--- config.mk ---
export PLATFORM = sky130hd
export DESIGN_NAME = dma_fifo_device
export DESIGN_NICKNAME = d
export VERILOG_FILES = /design/src/rtl/dma_fifo_device.sv
export SDC_FILE = /design/constraint.sdc
export NUM_CORES = 1
export LEC_CHECK = 0
export BUFFER_PORTS_ARGS = -buffer_cell sky130_fd_sc_hd__buf_4
export CAP_MARGIN = 20
export CORE_MARGIN = 4
export CORE_UTILIZATION = 52
export CTS_CLUSTER_DIAMETER = 120
export DETAILED_ROUTE_END_ITERATION = 10
export GPL_TIMING_DRIVEN = 0
export PLACE_DENSITY_LB_ADDON = 0.15
export SYNTH_ARGS = -nofsm -noshare
export SYNTH_HDL_FRONTEND = slang
export SYNTH_SLANG_ARGS = --single-unit
--- constraint.sdc ---
create_clock -name clk -period 4.2 [get_ports clk]
set_clock_uncertainty 0.2 [all_clocks]
set_input_delay 1.05 -clock clk [delete_from_list [all_inputs] [get_ports clk]]
set_output_delay 1.05 -clock clk [all_outputs]
set_load 0.03 [all_outputs]
--- src/rtl/dma_fifo_device.sv ---
// FIFO-buffered DMA peripheral on the openMSP430 peripheral bus.
// Optional macro DMA_FIFO_IRQ_EN adds the irq port and CONFIG.IRQ_EN bit.
module dma_fifo_device #(
  parameter logic [14:0] BASE_ADDR = 15'h0100,
  parameter int          DEC_WD    = 4,
  parameter int          FIFO_AW   = 3
) (
  input  logic        clk,
  input  logic        reset,
  input  logic [13:0] per_addr,
  input  logic [15:0] per_din,
  input  logic        per_en,
  input  logic [1:0]  per_we,
  output logic [15:0] per_dout,
  input  logic [15:0] dev_in,
  input  logic        dma_ack,
  input  logic        dma_end_flag,
  output logic        dma_rqst,
  output logic        dma_rd_wr,
  output logic [15:0] dma_start_address,
  output logic [15:0] dma_num_words,
  output logic        dev_ack,
  output logic [15:0] dev_out
`ifdef DMA_FIFO_IRQ_EN
  ,
  output logic        irq
`endif
);

  localparam int DEPTH = 1 << FIFO_AW;
  localparam logic [1:0] ST_IDLE = 2'd0;
  localparam logic [1:0] ST_RUN  = 2'd1;
  localparam logic [1:0] ST_DONE = 2'd2;

  logic [15:0]        r_start_addr;
  logic [15:0]        r_n_words;
  logic [15:0]        r_remain;
  logic               r_rd_wr;
  logic               r_done;
  logic               r_err;
  logic [1:0]         r_state;
  logic [15:0]        r_mem [DEPTH];
  logic [FIFO_AW-1:0] r_wptr;
  logic [FIFO_AW-1:0] r_rptr;
  logic [FIFO_AW:0]   r_level;

  logic        w_sel, w_wr, w_rd, w_busy, w_empty, w_full, w_beat;
  logic [7:0]  w_idx;
  logic        w_cfg_wr, w_status_wr, w_start, w_abort, w_flush;
  logic        w_data_wr, w_data_rd;
  logic        w_push_req, w_pop_req, w_push, w_pop, w_err_set;
  logic [15:0] w_push_data, w_head;
  logic        w_irq_en;

  assign w_sel = per_en & (per_addr[13:DEC_WD-1] == BASE_ADDR[14:DEC_WD]);
  assign w_idx = 8'(per_addr[DEC_WD-2:0]);
  assign w_wr  = w_sel & (|per_we);
  assign w_rd  = w_sel & ~(|per_we);

  assign w_cfg_wr    = w_wr & (w_idx == 8'd2);
  assign w_status_wr = w_wr & (w_idx == 8'd3);
  assign w_data_wr   = w_wr & (w_idx == 8'd4);
  assign w_data_rd   = w_rd & (w_idx == 8'd4);
  assign w_start     = w_cfg_wr & per_din[0];
  assign w_abort     = w_cfg_wr & per_din[3];
  assign w_flush     = w_cfg_wr & per_din[4];

  // Level never exceeds DEPTH, so its top bit alone marks a full FIFO.
  assign w_empty = (r_level == '0);
  assign w_full  = r_level[FIFO_AW];
  assign w_busy  = (r_state == ST_RUN);
  assign w_head  = r_mem[r_rptr];

  assign dma_rqst          = w_busy;
  assign dma_rd_wr         = r_rd_wr;
  assign dma_start_address = r_start_addr;
  assign dma_num_words     = r_n_words;
  assign dev_ack           = r_rd_wr ? ~w_full : ~w_empty;
  assign dev_out           = w_empty ? 16'h0000 : w_head;
  assign w_beat            = dma_rqst & dma_ack & dev_ack;

  // Read mode: DMA fills, CPU drains. Write mode: CPU fills, DMA drains.
  assign w_push_req  = r_rd_wr ? w_beat : w_data_wr;
  assign w_pop_req   = r_rd_wr ? w_data_rd : w_beat;
  assign w_push_data = r_rd_wr ? dev_in : per_din;
  assign w_pop       = w_pop_req & ~w_empty;
  assign w_push      = w_push_req & (~w_full | w_pop);
  assign w_err_set   = (w_pop_req & w_empty) | (w_push_req & ~w_push);

`ifdef DMA_FIFO_IRQ_EN
  logic r_irq_en;
  assign w_irq_en = r_irq_en;
  assign irq      = r_done & r_irq_en;

  always_ff @(posedge clk) begin
    if (reset)         r_irq_en <= 1'b0;
    else if (w_cfg_wr) r_irq_en <= per_din[5];
  end
`else
  assign w_irq_en = 1'b0;
`endif

  always_ff @(posedge clk) begin
    if (w_push) r_mem[r_wptr] <= w_push_data;
  end

  always_ff @(posedge clk) begin
    if (reset || w_flush) begin
      r_wptr  <= '0;
      r_rptr  <= '0;
      r_level <= '0;
    end else begin
      if (w_push) r_wptr <= r_wptr + 1'b1;
      if (w_pop)  r_rptr <= r_rptr + 1'b1;
      case ({w_push, w_pop})
        2'b10:   r_level <= r_level + 1'b1;
        2'b01:   r_level <= r_level - 1'b1;
        default: r_level <= r_level;
      endcase
    end
  end

  always_ff @(posedge clk) begin
    if (reset) begin
      r_start_addr <= '0;
      r_n_words    <= '0;
      r_remain     <= '0;
      r_rd_wr      <= 1'b0;
      r_done       <= 1'b0;
      r_err        <= 1'b0;
      r_state      <= ST_IDLE;
    end else begin
      if (w_wr && (w_idx == 8'd0) && !w_busy) r_start_addr <= per_din;
      if (w_wr && (w_idx == 8'd1) && !w_busy) r_n_words    <= per_din;
      if (w_cfg_wr && !w_busy) r_rd_wr <= per_din[2];

      if (w_err_set)                      r_err <= 1'b1;
      else if (w_status_wr && per_din[4]) r_err <= 1'b0;

      if (w_status_wr && per_din[1]) r_done <= 1'b0;
      if (w_beat) r_remain <= r_remain - 16'd1;

      // Completion below overrides a same-cycle DONE clear from the CPU.
      case (r_state)
        ST_IDLE, ST_DONE: begin
          if (w_start) begin
            r_remain <= r_n_words;
            if (r_n_words == 16'd0) begin
              r_state <= ST_DONE;
              r_done  <= 1'b1;
            end else begin
              r_state <= ST_RUN;
              r_done  <= 1'b0;
            end
          end
        end
        ST_RUN: begin
          if (w_abort) begin
            r_state <= ST_IDLE;
          end else if (dma_end_flag || (w_beat && (r_remain == 16'd1))) begin
            r_state <= ST_DONE;
            r_done  <= 1'b1;
          end
        end
        default: r_state <= ST_IDLE;
      endcase
    end
  end

  always_comb begin
    per_dout = 16'h0000;
    if (w_rd) begin
      case (w_idx)
        8'd0:    per_dout = r_start_addr;
        8'd1:    per_dout = r_n_words;
        8'd2:    per_dout = {10'b0, w_irq_en, 2'b00, r_rd_wr, 2'b00};
        8'd3:    per_dout = {8'(r_level), 3'b000, r_err, w_full, w_empty, r_done, w_busy};
        8'd4:    per_dout = (r_rd_wr && !w_empty) ? w_head : 16'h0000;
        8'd5:    per_dout = r_remain;
        default: per_dout = 16'h0000;
      endcase
    end
  end

endmodule

### Yosys cells after proc, flatten, opt, wreduce, memory -nomap -nowiden

Memories as Yosys holds them, arrays and structs flattened. A register that Yosys moved wholly into a read port is not among the register bits.
Index checks and enable logic that the tools add are counted.

| storage, ports and cells | value |
|---|---|
| memories kept | 1 |
| register bits after elaboration | 63 |
| logic and storage cells | 102 |
| memory bits (writable) | 128 |
| output and inout bits | 67 |
| bits of input ports | 53 |

Memory list:

| memory | words | bits a word | read ports | clocked after Yosys merged registers in | wr ports | RTL line | text |
|---|---|---|---|---|---|---|---|
| r_mem | 8 | 16 | 1 | 1 | 1 | 42 | `logic [15:0] r_mem [DEPTH];` |

| cells by class | value |
|---|---|
| reductions and logical operators | 22 |
| multiplexer cells | 29 |
| add/sub/neg operators | 5 |
| bitwise operators | 22 |
| eq/ne operators | 13 |

Operators with widths:

| kind | number |
|---|---|
| 16-bit two-way mux | 7 |
| 16-bit case mux with 6 select lines | 1 |
| 1-bit AND | 16 |
| 16-bit by 1-bit == test with 1-bit output (second input constant) | 1 |
| 16-bit zero test | 1 |
| 16-bit by 1-bit subtractor with 16-bit output (second input constant) | 1 |
| 1-bit two-way mux | 12 |
| 11-bit by 5-bit == test with 1-bit output (second input constant) | 1 |
| 1-bit logical AND | 9 |
| 8-bit zero test | 1 |
| 2-bit two-way mux | 4 |
| 4-bit case mux with 2 select lines | 1 |
| 3-bit by 1-bit adder with 3-bit output (second input constant) | 2 |
| 3-bit by 2-bit == test with 1-bit output (second input constant) | 2 |
| 3-bit == test (second input constant) | 2 |
| 3-bit two-way mux | 2 |
| 4-bit by 1-bit adder with 4-bit output (second input constant) | 1 |
| 2-bit by 1-bit == test with 1-bit output (second input constant) | 2 |
| 2-bit == test (second input constant) | 2 |
| 4-bit zero test | 1 |
| 1-bit inverter | 4 |
| 2-bit case mux with 2 select lines | 1 |
| 2-bit nonzero test | 2 |
| 2-bit OR reduction | 2 |
| other kinds (10) | 13 |

### Logic depth before layout (Yosys ltp)

| logic depth | value |
|---|---|
| depth in word-level cells | 12 |
| mapped depth | 13 |
| mapped depth without buffers | 12 |

### Least setup slack after synthesis

Ideal clock, no wire load.

| path | value |
|---|---|
| path type | input -> register |
| from | in per_addr[8] |
| to | mem r_mem[0][0], enable pin |
| arrival | 3.689 ns |
| stages | 6 |
| setup slack | -0.098 ns |
| data required time | 3.591 ns |
| buffers on the path | 1 |
| path through | or4b_4 > nor4_2 > buf_4 > a41oi_4 > or2_1 > nor3_1 |

| between the ends | value |
|---|---|
| cells in the longest elaborated chain, start to end | 10 |
| elaborated cells on any way between the ends | 13 |
| classes of those cells | 1 x eq/ne; 4 x mux; 8 x bitwise |

RTL lines:

| item | RTL line | text |
|---|---|---|
| start: declaration | 10 | `input logic [13:0] per_addr,` |
| 11-bit by 5-bit == test with 1-bit output * | 55 | `assign w_sel = per_en & (per_addr[13:DEC_WD-1] == BASE_ADDR[14:DEC_WD]);` |
| 1-bit AND * | 55 |  |
| 1-bit AND | 58 | `assign w_rd = w_sel & ~(\|per_we);` |
| 1-bit AND | 63 | `assign w_data_rd = w_rd & (w_idx == 8'd4);` |
| 1-bit two-way mux | 84 | `assign w_pop_req = r_rd_wr ? w_data_rd : w_beat;` |
| 1-bit AND | 86 | `assign w_pop = w_pop_req & ~w_empty;` |
| 1-bit OR | 87 | `assign w_push = w_push_req & (~w_full \| w_pop);` |
| 1-bit AND * | 87 |  |
| 1-bit two-way mux * | 104 | `if (w_push) r_mem[r_wptr] <= w_push_data;` |
| 1-bit two-way mux (implied by the code) * | 104 |  |
| end: declaration | 42 |  |

Every way passes the cells marked *; elsewhere a longest branch is shown, timed or not.

### Worst setup path after layout

| path | value |
|---|---|
| from | in per_addr[8] |
| to | out per_dout[11] |

| between the ends | value |
|---|---|
| cells in the longest elaborated chain, start to end | 4 |

RTL lines:

| item | RTL line | text |
|---|---|---|
| 11-bit by 5-bit == test with 1-bit output | 55 |  |
| 1-bit AND | 55 |  |
| 1-bit AND | 58 |  |
| 16-bit two-way mux | 172 | `if (w_rd) begin` |
| end: declaration | 14 | `output logic [15:0] per_dout,` |

Every way passes these cells.

==> run_summary.xml <==
<?xml version="1.0" encoding="UTF-8"?>
<metrics>
  <group name="setup_path">
    <metric name="worst_path_largest_cell_delay" unit="ps">550</metric>
    <metric name="timing.rr.end" unit="">r_level[2]$_SDFFE_PP0P_</metric>
    <metric name="crit_required" unit="ps">2950</metric>
    <metric name="crit_path_cell_trace" unit="">buf_4 -&gt; or4b_4 -&gt; a2111o_1 -&gt; buf_2 -&gt; nor2_1 -&gt; buf_4</metric>
    <metric name="r2r_setup_slack" unit="ps">750</metric>
    <metric name="cp-end-kind" unit="">output pin</metric>
    <metric name="timing.rr.start" unit="">r_level[1]$_SDFFE_PP0P_</metric>
    <metric name="timing.critical_path.slowest_stage_cell" unit="">or4b_4</metric>
    <metric name="worstSetupStartpointType" unit="">input pin</metric>
    <metric name="worst-path-max-fanout" unit="">10</metric>
    <metric name="cpMostUsedCell" unit="">buf_4</metric>
    <metric name="rr_worst_depth" unit="">13</metric>
    <metric name="worstPathArrival" unit="ps">2920</metric>
    <metric name="worst-setup-path-type" unit="">in2out</metric>
  </group>
  <group name="worst_hold_path">
    <metric name="whs_endpoint" unit="">r_err$_SDFFE_PP0P_</metric>
    <metric name="timing.hold.worst.class" unit="">reg2reg</metric>
    <metric name="hold_depth" unit="">2</metric>
    <metric name="hold_start" unit="">r_err$_SDFFE_PP0P_</metric>
  </group>
  <group name="synthesis">
    <metric name="synth_fp_nets" unit="">736</metric>
    <metric name="synth.area.top_cells" unit="">edfxtp_1 (43%), dfxtp_1 (15%), mux4_2 (8.1%)</metric>
    <metric name="synthMostInstantiatedCell" unit="">edfxtp_1</metric>
    <metric name="synth-warning-count" unit="">0</metric>
    <metric name="synth_enable_flop_cells" unit="">128</metric>
    <metric name="synth-main-ff-cell" unit="">edfxtp_1</metric>
    <metric name="post_synthesis_cell_type_count" unit="">64</metric>
    <metric name="synth_top_cell_area_share" unit="">0.433</metric>
    <metric name="number_of_synthesized_register_bits" unit="">194</metric>
    <metric name="mappedNetlistArea" unit="sq mm">0.00887</metric>
    <metric name="yosys.area.top_type" unit="">edfxtp_1</metric>
    <metric name="netlist_top_cells_count" unit="">edfxtp_1 (128), nor2_1 (88), dfxtp_1 (66)</metric>
    <metric name="async_reset_ff_frac" unit="">0</metric>
    <metric name="synth_cells" unit="">676</metric>
    <metric name="synth_seq_area_share" unit="">0.582</metric>
    <metric name="per_instance_average_area_after_synthesis" unit="sq um">13.1</metric>
  </group>
  <group name="pwr">
    <metric name="power_switching_share" unit="">0.221</metric>
    <metric name="clock_power_share" unit="">0.438</metric>
    <metric name="netSwitchingPower" unit="W">0.000846</metric>
    <metric name="sequentialPowerShare" unit="">0.529</metric>
    <metric name="power_report.internal_total" unit="W">0.00299</metric>
    <metric name="worst_ir_drop_vdd" unit="V">0.000346</metric>
    <metric name="power_per_cell_area" unit="mW/mm^2">354</metric>
    <metric name="total_leakage_power" unit="nW">3.89</metric>
    <metric name="power.combinational.fraction" unit="">0.032</metric>
  </group>
  <group name="cts">
    <metric name="cts.clk_slew.worst_paths" unit="ps">80</metric>
    <metric name="cts_sinks" unit="">194</metric>
    <metric name="clk_path_buf_depth" unit="">2</metric>
    <metric name="htreeDepth" unit="">4</metric>
    <metric name="worstSkewPairLatency" unit="ps">440</metric>
    <metric name="clock_tree_from_tritoncts" unit="">done</metric>
    <metric name="cts_buffers" unit="">17</metric>
    <metric name="cts.root.buffer_cell" unit="">clkbuf_16</metric>
    <metric name="hold_buffers" unit="">0</metric>
  </group>
  <group name="timing">
    <metric name="hold_slack" unit="ps">280</metric>
    <metric name="timing.fmax" unit="GHz">0.240</metric>
    <metric name="timing.max_slew.rel_slack" unit="">0.369</metric>
    <metric name="timing_worst_slew_pin_value" unit="ps">943</metric>
    <metric name="finalCriticalPeriod" unit="ps">4170</metric>
    <metric name="finalSetupViolations" unit="">0</metric>
    <metric name="grt_setup_unrepaired" unit="">true</metric>
    <metric name="final_max_slew_viol_count" unit="">0</metric>
    <metric name="period_share" unit="">0.992</metric>
    <metric name="final.setup.tns" unit="ps">0</metric>
    <metric name="final-hold-violation-count" unit="">0</metric>
  </group>
  <group name="floorplan">
    <metric name="coreArea" unit="sq mm">0.0166</metric>
    <metric name="core.rowCount" unit="">47</metric>
    <metric name="starting_density" unit="">0.533</metric>
    <metric name="floorplan.die.width" unit="um">139</metric>
    <metric name="floorplan.io_pins" unit="">120</metric>
    <metric name="design.die.area" unit="sq mm">0.0192</metric>
    <metric name="fp.dieH" unit="um">139</metric>
  </group>
  <group name="cells_and_area">
    <metric name="finish.net_count" unit="">881</metric>
    <metric name="antenna-diode-count" unit="">0</metric>
    <metric name="layout-drive-gt1-share" unit="">0.332</metric>
    <metric name="area_growth_from_synthesis_to_final_layout" unit="%">22.0</metric>
  </group>
  <group name="grt">
    <metric name="total_track_usage" unit="">0.254</metric>
    <metric name="aggregate_global_routing_overflow" unit="">0</metric>
    <metric name="grt_antenna_before_repair" unit="">0</metric>
    <metric name="first_global_vias" unit="">6384</metric>
    <metric name="grt_pass1_wl" unit="um">37800</metric>
    <metric name="grt_max_degree" unit="">20</metric>
  </group>
  <group name="detailed_routing">
    <metric name="post_route_antenna_net_violation_count" unit="">0</metric>
    <metric name="initialDrtViolationCount" unit="">748</metric>
    <metric name="drt_first_pass_iters" unit="">5</metric>
    <metric name="drc" unit="">0</metric>
    <metric name="routed_via_density" unit="">6.08</metric>
    <metric name="wire_per_inst" unit="um">23.0</metric>
    <metric name="wirelength" unit="um">24200</metric>
    <metric name="detailroute.via_count" unit="">6410</metric>
  </group>
  <group name="place">
    <metric name="place.gp.congestion" unit="">0.939</metric>
    <metric name="detailed_place_hpwl" unit="um">17800</metric>
    <metric name="port_buffers" unit="">118</metric>
  </group>
  <group name="status">
    <metric name="run_status" unit="">finished, final reports clean</metric>
  </group>
  <group name="run">
    <metric name="max_cap_violations" unit="">0</metric>
  </group>
</metrics>
how the worst max path moves through the flow:
stage	to	startpoint	slack [ps]
4_1_cts	per_dout[11]	per_addr[8]	5
5_1_grt	per_dout[11]	per_addr[8]	-2
3_5_place_dp	per_dout[11]	per_addr[0]	-360
6_report	per_dout[11]	per_addr[8]	30
2_1_floorplan	per_dout[11]	per_addr[0]	160
3_3_place_gp	r_mem[1][12]$_DFFE_PP_	per_addr[8]	-690
flip-flops by register name, indices dropped and copies added (netlist names), named ones only:
| signal | flops |
|---|---|
| r_remain | 16 |
| dma_num_words | 16 |
| r_done | 1 |
| dma_rd_wr | 1 |
| dma_start_address | 16 |
| r_mem | 128 |
| r_state | 2 |
| r_level | 4 |
| r_err | 1 |
| r_wptr | 3 |
| r_rptr | 3 |
metal layers:
layer | global-route usage | share of wire
met2 | 0.431 | 0.51
met4 | 0.0666 | 0.018
met1 | 0.332 | 0.40
met3 | 0.0597 | 0.073
met5 | 0 | 0
per-stage QoR:
| stage | power (W) | cells | worst slack, ps | utilization | area (sq um) |
|---|---|---|---|---|---|
| after floorplan | 0.00212 | 676 | 162 | - | 8880 |
| after global placement | 0.00219 | 1014 | -687 | 0.603 | 10000 |
| after CTS | 0.00384 | 1053 | 5.17 | 0.649 | 10800 |
| final | 0.00383 | 1054 | 34.3 | 0.650 | 10800 |
| after global routing | 0.00395 | 1054 | -2.42 | 0.650 | 10800 |
| after detailed placement | 0.00219 | 1021 | -356 | 0.611 | 10200 |
critical path, delay by kind of cell:
family | cells | cell delay [ps]
and+or+nand+nor | 2 | 760
AOI/OAI and AO/OA | 1 | 540
buffers and inverters | 3 | 570
cell type report:
class                      count  area [sq um]
buffer                        45           208
sequential                   194          5160
timing repair buffer         127          1010
multi-input combinational    429          3530
clock inverter                15           188
clock buffer                  17           425
fill                        1264          5820
tap                          220           275
inverter                       7          26.3
power groups by stage:
stage / clock, W / sequential, W / combinational [W]
detailed placement: 0 / 0.00207 / 0.000119
floorplan: 0 / 0.00207 / 0.0000466
CTS: 0.00170 / 0.00203 / 0.000120
finish: 0.00168 / 0.00203 / 0.000124
global route: 0.00179 / 0.00203 / 0.000132
global placement: 0 / 0.00207 / 0.000115
layout by cell type (no fill, tap or decap), types with 15 or more instances in the layout:
cell,netlist,routed
clkbuf_1,25,19
mux2_2,38,38
mux4_2,32,32
buf_4,1,123
dfxtp_1,66,66
edfxtp_1,128,128
nand2_1,40,40
clkbuf_16,0,17
a21oi_1,25,25
nor2_1,88,82
mux2i_1,30,30
a22oi_1,15,15
a211oi_1,15,15
cells by family (layout without fill, tap and decap cells):
| logic type | Yosys count | count (layout) | synth area share |
|---|---|---|---|
| compound gates | 92 | 92 | 0.0775 |
| xor+xnor | 21 | 21 | 0.0207 |
| fa+ha+maj | 7 | 7 | 0.00988 |
| flops | 194 | 194 | 0.582 |
| simple gates | 209 | 209 | 0.121 |
| mux | 100 | 100 | 0.163 |
| buf+inv | 53 | 211 | 0.0251 |
timing repair:
| action | CTS | global route |
|---|---|---|
| buffers inserted | 0 | 2 |
| resized for setup | 6 | 12 |
| endpoints found under the setup margin | 12 | 7 |
| hold endpoints to repair | 0 | 0 |
| pin swaps | 0 | 1 |
No activity file was read; power rests on OpenSTA's default activity.
